`src/rtl/onehot_rr_arbiter_pkg.sv`:
```
// rtl/onehot_rr_arbiter_pkg.sv - shared helpers for one-hot mux/arbiter blocks
package onehot_rr_arbiter_pkg;

    // Binary index width for an N-wide one-hot vector; never narrower than 1 bit.
    function automatic int idx_width(input int n);
        return (n > 1) ? $clog2(n) : 1;
    endfunction

endpackage

```
`src/rtl/onehot_rr_arbiter_if.sv`:
```
// rtl/onehot_rr_arbiter_if.sv - request/grant handshake bundle for the round-robin arbiter
interface onehot_rr_arbiter_if
    import onehot_rr_arbiter_pkg::*;
#(
    parameter int N     = 4,
    parameter int IDX_W = idx_width(N)
);
    logic [N-1:0]     req;
    logic             flush;
    logic             out_ready;
    logic [N-1:0]     grant;
    logic [IDX_W-1:0] grant_idx;
    logic             out_valid;

    modport master (
        output req, flush, out_ready,
        input  grant, grant_idx, out_valid
    );

    modport slave (
        input  req, flush, out_ready,
        output grant, grant_idx, out_valid
    );
endinterface

```
`src/rtl/onehot_prio_pick.sv`:
```
// rtl/onehot_prio_pick.sv - picks the first set req bit at or above a one-hot priority pointer, wrapping
module onehot_prio_pick #(
    parameter int N = 4
) (
    input  logic [N-1:0] req,
    input  logic [N-1:0] prio,
    output logic [N-1:0] gnt
);
    logic [2*N-1:0] req_dbl;
    logic [2*N-1:0] diff;
    logic [2*N-1:0] masked;

    // Subtracting the pointer from the doubled request clears the first set bit at/after it;
    // the AND isolates that bit and the fold maps the wrapped half back onto N bits.
    always_comb begin
        req_dbl = {req, req};
        diff    = req_dbl - {{N{1'b0}}, prio};
        masked  = req_dbl & ~diff;
        gnt     = masked[N-1:0] | masked[2*N-1:N];
    end
endmodule

```
`src/rtl/onehot_rr_arbiter.sv`:
```
// rtl/onehot_rr_arbiter.sv - round-robin arbiter driving a strictly one-hot (or zero) select
module onehot_rr_arbiter
    import onehot_rr_arbiter_pkg::*;
#(
    parameter int N     = 4,
    parameter int IDX_W = idx_width(N)
) (
    input  logic                 clk,
    input  logic                 rst,
    onehot_rr_arbiter_if.slave   arb
);
    logic [N-1:0]     prio_q, prio_d;
    logic [N-1:0]     held_q, held_d;
    logic             lock_q, lock_d;
    logic [N-1:0]     pick;
    logic [N-1:0]     grant;
    logic [IDX_W-1:0] grant_idx;
    logic             out_valid;
    logic             fire;

    onehot_prio_pick #(.N(N)) u_pick (
        .req  (arb.req),
        .prio (prio_q),
        .gnt  (pick)
    );

    // A locked grant is replayed untouched so the downstream select cannot move under back-pressure.
    always_comb begin
        grant = '0;
        if (!rst) begin
            grant = lock_q ? held_q : pick;
        end
        out_valid = |grant;
        fire      = out_valid & arb.out_ready;
    end

    always_comb begin
        grant_idx = '0;
        for (int i = 0; i < N; i++) begin
            if (grant[i]) begin
                grant_idx = grant_idx | IDX_W'(i);
            end
        end
    end

    assign arb.grant     = grant;
    assign arb.grant_idx = grant_idx;
    assign arb.out_valid = out_valid;

    always_comb begin
        prio_d = prio_q;
        lock_d = lock_q;
        held_d = held_q;
        if (fire) begin
            prio_d = (grant << 1) | (grant >> (N - 1));
            lock_d = 1'b0;
        end else if (out_valid && !arb.flush) begin
            lock_d = 1'b1;
            held_d = grant;
        end
        if (arb.flush) begin
            lock_d = 1'b0;
            held_d = '0;
        end
    end

    always_ff @(posedge clk) begin
        if (rst) begin
            prio_q <= N'(1);
            lock_q <= 1'b0;
            held_q <= '0;
        end else begin
            prio_q <= prio_d;
            lock_q <= lock_d;
            held_q <= held_d;
        end
    end

    a_grant_onehot0: assert property (@(posedge clk) disable iff (rst) $onehot0(grant));
    a_prio_onehot:   assert property (@(posedge clk) disable iff (rst) $onehot(prio_q));
endmodule

```
`src/flat_wrapper.sv`:
```
// flat-port wrapper written by rule: the top's interface ports become plain ports
module onehot_rr_arbiter_flat import onehot_rr_arbiter_pkg::*;
#(
    parameter int N     = 4,
    parameter int IDX_W = idx_width(N)
)
  (clk, rst, arb_req, arb_flush, arb_out_ready, arb_grant, arb_grant_idx, arb_out_valid);
  onehot_rr_arbiter_if #(.N(N), .IDX_W(IDX_W)) arb_i ();
  input  logic clk;
  input  logic rst;
  input wire logic [$bits(arb_i.req)-1:0] arb_req;
  input wire logic [$bits(arb_i.flush)-1:0] arb_flush;
  input wire logic [$bits(arb_i.out_ready)-1:0] arb_out_ready;
  output wire logic [$bits(arb_i.grant)-1:0] arb_grant;
  output wire logic [$bits(arb_i.grant_idx)-1:0] arb_grant_idx;
  output wire logic [$bits(arb_i.out_valid)-1:0] arb_out_valid;
  assign arb_i.req = arb_req;
  assign arb_i.flush = arb_flush;
  assign arb_i.out_ready = arb_out_ready;
  assign arb_grant = arb_i.grant;
  assign arb_grant_idx = arb_i.grant_idx;
  assign arb_out_valid = arb_i.out_valid;
  onehot_rr_arbiter #(.N(N), .IDX_W(IDX_W)) u_core (.clk(clk), .rst(rst), .arb(arb_i));
endmodule
```
`config.mk`:
```
export PLATFORM = sky130hd
export DESIGN_NAME = onehot_rr_arbiter_flat
export DESIGN_NICKNAME = d
export VERILOG_FILES = /design/src/rtl/onehot_rr_arbiter_pkg.sv /design/src/rtl/onehot_rr_arbiter_if.sv /design/src/rtl/onehot_prio_pick.sv /design/src/rtl/onehot_rr_arbiter.sv /design/src/flat_wrapper.sv
export SDC_FILE = /design/constraint.sdc
export NUM_CORES = 1
export LEC_CHECK = 0
export CAP_MARGIN = 25
export CORE_MARGIN = 2
export CORE_UTILIZATION = 49
export DETAILED_ROUTE_END_ITERATION = 10
export PLACE_DENSITY = 0.87
export SLEW_MARGIN = 20
export SYNTH_ARGS = -nofsm -noshare
export SYNTH_HDL_FRONTEND = slang
export SYNTH_SLANG_ARGS = --single-unit
```
`constraint.sdc`:
```
create_clock -name clk -period 2.8 [get_ports clk]
set_input_delay 0.28 -clock clk [delete_from_list [all_inputs] [get_ports clk]]
set_output_delay 0.28 -clock clk [all_outputs]
set_load 0.01 [all_outputs]
```
==> key figures, run 1 <==
Detailed routing
  – Pre-antenna DRT Iters: 4
  – ANT nets after route: 0
  – Vias per cell: 5.96
  – Remaining DRCs: 0
  – Per-cell routed wire length: 16.7 um
  – 1st-iter DRT viols: 18
  – Vias: 804
  – DRT Wirelength: 2.25 mm

Floorplan
  – CORE AREA: 1330 um2
  – Row cnt: 13
  – Die ar.: 1800 um2
  – IO Pins: 15
  – Chip Height: 42.4 um
  – DIE WIDTH: 42.4 um
  – Starting Density: 0.542

Flow run
  – Max Cap Violations: 0

Run status
  – Status: complete, no violations

STA
  – Clock skew: 0.000686 ns
  – Actual slew at the worst max-slew pin: 0.435 ns
  – Fin. Hold Viols: 0
  – Final period util: 0.992
  – Final setup fails: 0
  – Post-route setup slack: 0.0223 ns
  – Worst slew margin: 0.709
  – Unrepaired setup endpoints after global routing: true
  – Fmax: 360 MHz
  – Final min period: 2.78 ns
  – Final number of max-transition violations: 0

Synthesis
  – Mapped Nets: 98
  – Register area share after synthesis: 0.249
  – Syn Area/Cell: 8.41 um2
  – Synthesis Warnings: 0
  – Post-synthesis register bit count: 9
  – Yosys cell types: 40
  – Cells after Synth: 86
  – Synthesized cell area: 723 um2

Global route
  – GRT Overall Usage: 0.275
  – Number of global-route vias before repair: 858
  – Antenna violations before repair: 0
  – GRT Residual Overflow: 0
  – First-pass GRT wire length: 3.75 mm
  – Largest net degree at the start of global routing: 12

Placement
  – Post-DP HPWL: 1.49 mm
  – Setup WS pre-CTS: -0.153 ns
  – PortBufs: 14
  – Gpl congestion: 0.928

Worst hold path
  – Hold Path Depth: 2
  – Min-delay worst type: register to register

Worst setup path
  – Crit-path max FO: 5
  – R2R depth: 11
  – Crit start category: input port
  – Worst Path Arrival: 2.50 ns
  – Critical path class: input port to output port
  – Worst Path Required: 2.52 ns
  – Crit path capture type: output port

Finish
  – Share of cells above drive strength 1: 0.383
  – Final nets: 133
  – Layout Utilization: 0.812
  – Area growth, synth to finish: 49.8%
  – Ant diodes: 0

CTS
  – Maximum clock insertion buffer count: 2
  – Clk pin slew, worst setup/hold paths: 0.07 ns
  – H-tree levels: 1
  – Clock Sinks: 9
  – CTS tree: yes
  – Hold-fix buffers, CTS: 0
  – Root buffer cell: clkbuf_4
  – CTS Buf Count: 3
  – Worst-skew pair later-pin latency: 0.27 ns

Power and ir drop
  – P_int: 0.313 mW
  – Clock power frac: 0.215
  – Sequential Power Share: 0.292
  – Net switching power: 0.182 mW
  – Power density over the cells: 458 nW/um2
  – Maximum vdd ir drop: 0.000318 V
  – Combinational fraction of design power: 0.492
  – Net Sw Frac: 0.368
  – P_leak: 0.468 nW
worst paths after layout:
check / slack (ns) / from / endpoint
hold / removal: 0.50 / u_core.held_q[2] / u_core.held_q[2]
hold reg to reg: 0.50 / u_core.held_q[2] / u_core.held_q[2]
setup / recovery: 0.02 / arb_req[2] / arb_grant[3]
setup reg to reg: 0.32 / u_core.prio_q[2] / u_core.prio_q[0]
power by group through the flow:
stage          combinational, mW  clock (mW)  sequential, mW
6_report                   0.244       0.107           0.145
5_1_grt                    0.261       0.115           0.146
4_1_cts                    0.229       0.109           0.143
3_5_place_dp               0.211           0           0.146
3_3_place_gp               0.206           0           0.145
2_1_floorplan              0.125           0           0.143
layer usage:
layer  routed length (um)  global-route usage  up-vias
li1                     -                   -      385
met1                  959               0.308      384
met2                 1120               0.483       26
met3                  121              0.0776        9
met4                   51               0.113        0
met5                    0                   0        -
sequential cells by signal (all words and copies together), names as in the netlist:
signal,cells
u_core.held_q,4
u_core.prio_q,4
u_core.lock_q,1
cell type report:
class | instances | area, um2
multi-input cells | 65 | 541
repair buffers | 34 | 287
fillers | 89 | 250
flip-flops and latches | 9 | 180
inverters | 8 | 30.0
clock buffers | 3 | 22.5
well taps | 15 | 18.8
clock inverters | 1 | 5.00
metrics by stage:
stage,TNS [ns],hold slack [ns],power [mW],cell area (um2),cells
CTS,0,0.491,0.481,1060,135
global route,-0.0186,0.527,0.522,1080,135
detailed placement,-0.546,0.481,0.357,973,127
finish,0,0.497,0.496,1080,135
floorplan,0,0.452,0.268,723,86
global placement,-0.339,0.466,0.352,973,127
synth_stat cells:
| cell | count | area share |
|---|---|---|
| o21ai_1 | 1 | 0.0069 |
| nand2_1 | 6 | 0.031 |
| mux2i_1 | 1 | 0.014 |
| o41ai_4 | 1 | 0.038 |
| a311o_1 | 1 | 0.014 |
| a2111oi_0 | 1 | 0.012 |
| a21boi_2 | 1 | 0.016 |
| and3b_2 | 1 | 0.014 |
| nor3b_1 | 2 | 0.021 |
| nand2b_1 | 1 | 0.0087 |
| xnor2_1 | 1 | 0.012 |
| a211oi_1 | 3 | 0.031 |
| nor4_1 | 1 | 0.0087 |
| or3_4 | 1 | 0.016 |
| nand2b_2 | 1 | 0.012 |
| a32o_1 | 1 | 0.014 |
| nand3_1 | 1 | 0.0069 |
| a22oi_1 | 1 | 0.010 |
| clkbuf_2 | 1 | 0.0069 |
| fa_1 | 1 | 0.028 |
| clkbuf_4 | 1 | 0.010 |
| a221oi_2 | 1 | 0.021 |
| a31o_1 | 1 | 0.012 |
| or2_2 | 3 | 0.026 |
| nor2b_1 | 2 | 0.017 |
| ha_1 | 3 | 0.052 |
| dfxtp_1 | 9 | 0.25 |
| a211oi_2 | 1 | 0.017 |
| a21o_1 | 1 | 0.010 |
| buf_6 | 1 | 0.016 |
| nor2_1 | 3 | 0.016 |
| a21oi_2 | 1 | 0.012 |
| buf_2 | 1 | 0.0069 |
| o211a_1 | 1 | 0.014 |
| o21ai_0 | 6 | 0.042 |
| nor3_1 | 3 | 0.021 |
| o21ai_2 | 2 | 0.024 |
| inv_1 | 8 | 0.042 |
| a21oi_1 | 8 | 0.055 |
| and2_1 | 2 | 0.017 |
cells by family (layout without fill, tap and decap cells):
group	Yosys count	in the layout	share of synthesized area
compound gates	32	32	0.349
xor+xnor	1	1	0.0121
fa+ha+maj	4	4	0.0796
buf+inv	12	46	0.0813
flops	9	9	0.249
mux	1	1	0.0138
simple gates	27	27	0.215
cell usage in the layout, fill, tap and decap left out, types with 2 or more instances in the layout:
| cell type | instances |
|---|---|
| o21ai_0 | 6 |
| o21ai_2 | 2 |
| inv_1 | 8 |
| nor2_1 | 3 |
| a21oi_2 | 2 |
| ha_1 | 3 |
| nor2b_1 | 2 |
| clkdlybuf4s50_1 | 8 |
| a21oi_1 | 7 |
| a211oi_1 | 3 |
| nand2_1 | 6 |
| dfxtp_1 | 9 |
| dlygate4sd2_1 | 5 |
| nor3b_1 | 2 |
| clkbuf_4 | 3 |
| or2_2 | 3 |
| buf_4 | 20 |
| nor3_1 | 2 |
what timing repair did:
item / in CTS / in global routing
setup endpoints to repair: 7 / 4
setup buffers: 4 / 0
gates resized for setup: 13 / 5
pin swaps: 4 / 0
worst max-delay path, stage by stage:
cell	delay (ns)
clkdlybuf4s50_1	0.42
ha_1	0.33
a21o_1	0.16
a31o_1	0.23
mux2i_2	0.25
and2_4	0.21
buf_4	0.10
clkdlybuf4s50_1	0.52
No activity file was read; power rests on OpenSTA's default activity.
==> run 2: changes to the inputs <==
--- a/config.mk
+++ b/config.mk
@@ -5,11 +5,13 @@
 export SDC_FILE = /design/constraint.sdc
 export NUM_CORES = 1
 export LEC_CHECK = 0
-export CAP_MARGIN = 25
+export CAP_MARGIN = 10
 export CORE_MARGIN = 2
 export CORE_UTILIZATION = 49
 export DETAILED_ROUTE_END_ITERATION = 10
 export PLACE_DENSITY = 0.87
+export SETUP_SLACK_MARGIN = 0.2
+export SKIP_LAST_GASP = 1
 export SLEW_MARGIN = 20
 export SYNTH_ARGS = -nofsm -noshare
 export SYNTH_HDL_FRONTEND = slang
==> key figures, run 2 (synthesis results as in run 1) <==
Run status
  – Status: complete, no violations

Power and ir drop
  – P_int: 0.327 mW
  – P_leak: 0.512 nW
  – Maximum vdd ir drop: 0.000326 V
  – Combinational fraction of design power: 0.512
  – Net Sw Frac: 0.385
  – Power density over the cells: 456 nW/um2
  – Clock power frac: 0.212
  – Net switching power: 0.205 mW
  – Power, Total: 0.533 mW
  – Sequential Power Share: 0.276

Finish
  – Share of cells above drive strength 1: 0.504
  – Ant diodes: 0
  – Post-Layout Inst Area: 1170 um2
  – Area growth, synth to finish: 61.4%
  – Final nets: 136
  – Regs by FF count: u_core.held_q: 4 flops, u_core.prio_q: 4 flops, u_core.lock_q: 1 flops
  – Layout Utilization: 0.875
  – Non-Filler Instances: 138
  – Commonest cells after routing, fill and taps aside: 23 x buf_4, 8 x inv_1
  – Commonest non-fill, non-tap cell in the layout: buf_4

STA
  – Final period util: 0.925
  – Final setup fails: 0
  – Final min period: 2.59 ns
  – Final number of max-transition violations: 0
  – Unrepaired setup endpoints after global routing: false
  – Clock skew: 0.00333 ns
  – Fmax: 386 MHz
  – Fin. Hold Viols: 0
  – Hold slack: 0.496 ns
  – Actual slew at the worst max-slew pin: 0.474 ns
  – Worst slew margin: 0.683

Global route
  – GRT Residual Overflow: 0
  – Number of global-route vias before repair: 845
  – First-pass GRT wire length: 3.89 mm
  – Antenna violations before repair: 0
  – GRT Overall Usage: 0.289
  – Largest net degree at the start of global routing: 12

Placement
  – Gpl congestion: 0.928
  – DP Area: 973 um2
  – Dpl cells: 127
  – PortBufs: 14
  – Post-DP HPWL: 1.49 mm

Worst setup path
  – Worst Path Required: 2.52 ns
  – Worst r2r dst: u_core.lock_q
  – Worst Path Arrival: 2.31 ns
  – Reg-to-reg setup timing slack: 0.35 ns
  – R2R depth: 10
  – Crit-path max FO: 5
  – Reg2reg start: u_core.prio_q[0]
  – Crit start category: register
  – Crit path capture type: output port
  – Critical path class: register to output port

Detailed routing
  – ANT nets after route: 0
  – Vias: 854
  – Vias per cell: 6.19
  – Remaining DRCs: 0
  – Pre-antenna DRT Iters: 5
  – Per-cell routed wire length: 19.0 um
  – DRT Wirelength: 2.63 mm
  – 1st-iter DRT viols: 44

CTS
  – CTS Buf Count: 3
  – Root buffer cell: clkbuf_4
  – Maximum clock insertion buffer count: 2
  – Clk pin slew, worst setup/hold paths: 0.07 ns
  – Clock Sinks: 9
  – CTS tree: yes
  – H-tree levels: 1
  – Worst-skew pair later-pin latency: 0.29 ns

Worst hold path
  – Hold Path End: u_core.prio_q[1]
  – Hold Startpoint: u_core.prio_q[1]
  – Hold Path Depth: 1
  – Min-delay worst type: register to register

Floorplan
  – Row cnt: 13
  – IO Pins: 15
  – CORE AREA: 1330 um2
  – Starting Density: 0.542
  – DIE WIDTH: 42.4 um
  – Die ar.: 1800 um2
  – Chip Height: 42.4 um

Flow run
  – Max Cap Violations: 0
[run 2: cell count changes in the layout (fill, tap and decap cells not counted), moves of 2 or more]
cell,before,now
clkdlybuf4s50_1,8,3
buf_4,20,23
dfxtp_1,9,6
clkbuf_2,0,2
dfxtp_2,0,2
dlymetal6s2s_1,1,3
ha_1,3,1
ha_4,0,2
nor3b_1,2,0
nor3b_2,0,2
[run 2: what timing repair did]
| item | in CTS | in global routing |
|---|---|---|
| setup endpoints to repair | 7 | 8 |
| hold buffers | 0 | 0 |
| pin swaps | 6 | 7 |
| hold endpoints to repair | 0 | 0 |
| gates resized for setup | 21 | 21 |
| buffers inserted | 5 | 2 |
[run 2: worst max-delay path by stage]
stage                      from          endpoint  slack, ns
2_1_floorplan        arb_req[0]  u_core.prio_q[0]       0.60
3_3_place_gp         arb_req[2]     arb_out_valid       -0.1
3_5_place_dp         arb_req[0]     arb_out_valid      -0.15
4_1_cts              arb_req[2]  arb_grant_idx[1]       0.14
5_1_grt        u_core.prio_q[3]  arb_grant_idx[1]       0.17
6_report       u_core.prio_q[2]  arb_grant_idx[1]       0.21
[run 2: power groups by stage]
stage | sequential (mW) | clock [mW] | combinational [mW]
3_5_place_dp | 0.146 | 0 | 0.211
4_1_cts | 0.144 | 0.109 | 0.232
3_3_place_gp | 0.145 | 0 | 0.206
5_1_grt | 0.148 | 0.119 | 0.289
2_1_floorplan | 0.143 | 0 | 0.125
6_report | 0.147 | 0.113 | 0.273
[run 2: metrics by stage]
step | setup slack (ns) | setup TNS, ns
final | 0.209 | 0
after global routing | 0.166 | 0
after CTS | 0.137 | 0
after detailed placement | -0.153 | -0.546
after global placement | -0.0960 | -0.339
after floorplan | 0.596 | 0
[run 2: layout make-up]
class,count,area [um2]
clock buffers,3,22.5
fillers,76,166
multi-input cells,65,598
repair buffers,37,307
clock inverters,1,5.00
well taps,15,18.8
inverters,8,30.0
flip-flops and latches,9,186
[run 2: per-layer routing]
metal / global-route usage / share of wire
met1: 0.329 / 0.39
met3: 0.0733 / 0.056
met4: 0.125 / 0.025
met5: 0 / 0
met2: 0.502 / 0.53
[run 2: critical path: stages (launching register included)]
cell and delay, ns:
dfxtp_2 0.34, inv_1 0.07, ha_4 0.24, a21o_1 0.15, a31o_1 0.23, mux2i_2 0.18, and2_4 0.19, buf_4 0.13
or2_2 0.26, clkdlybuf4s15_2 0.23
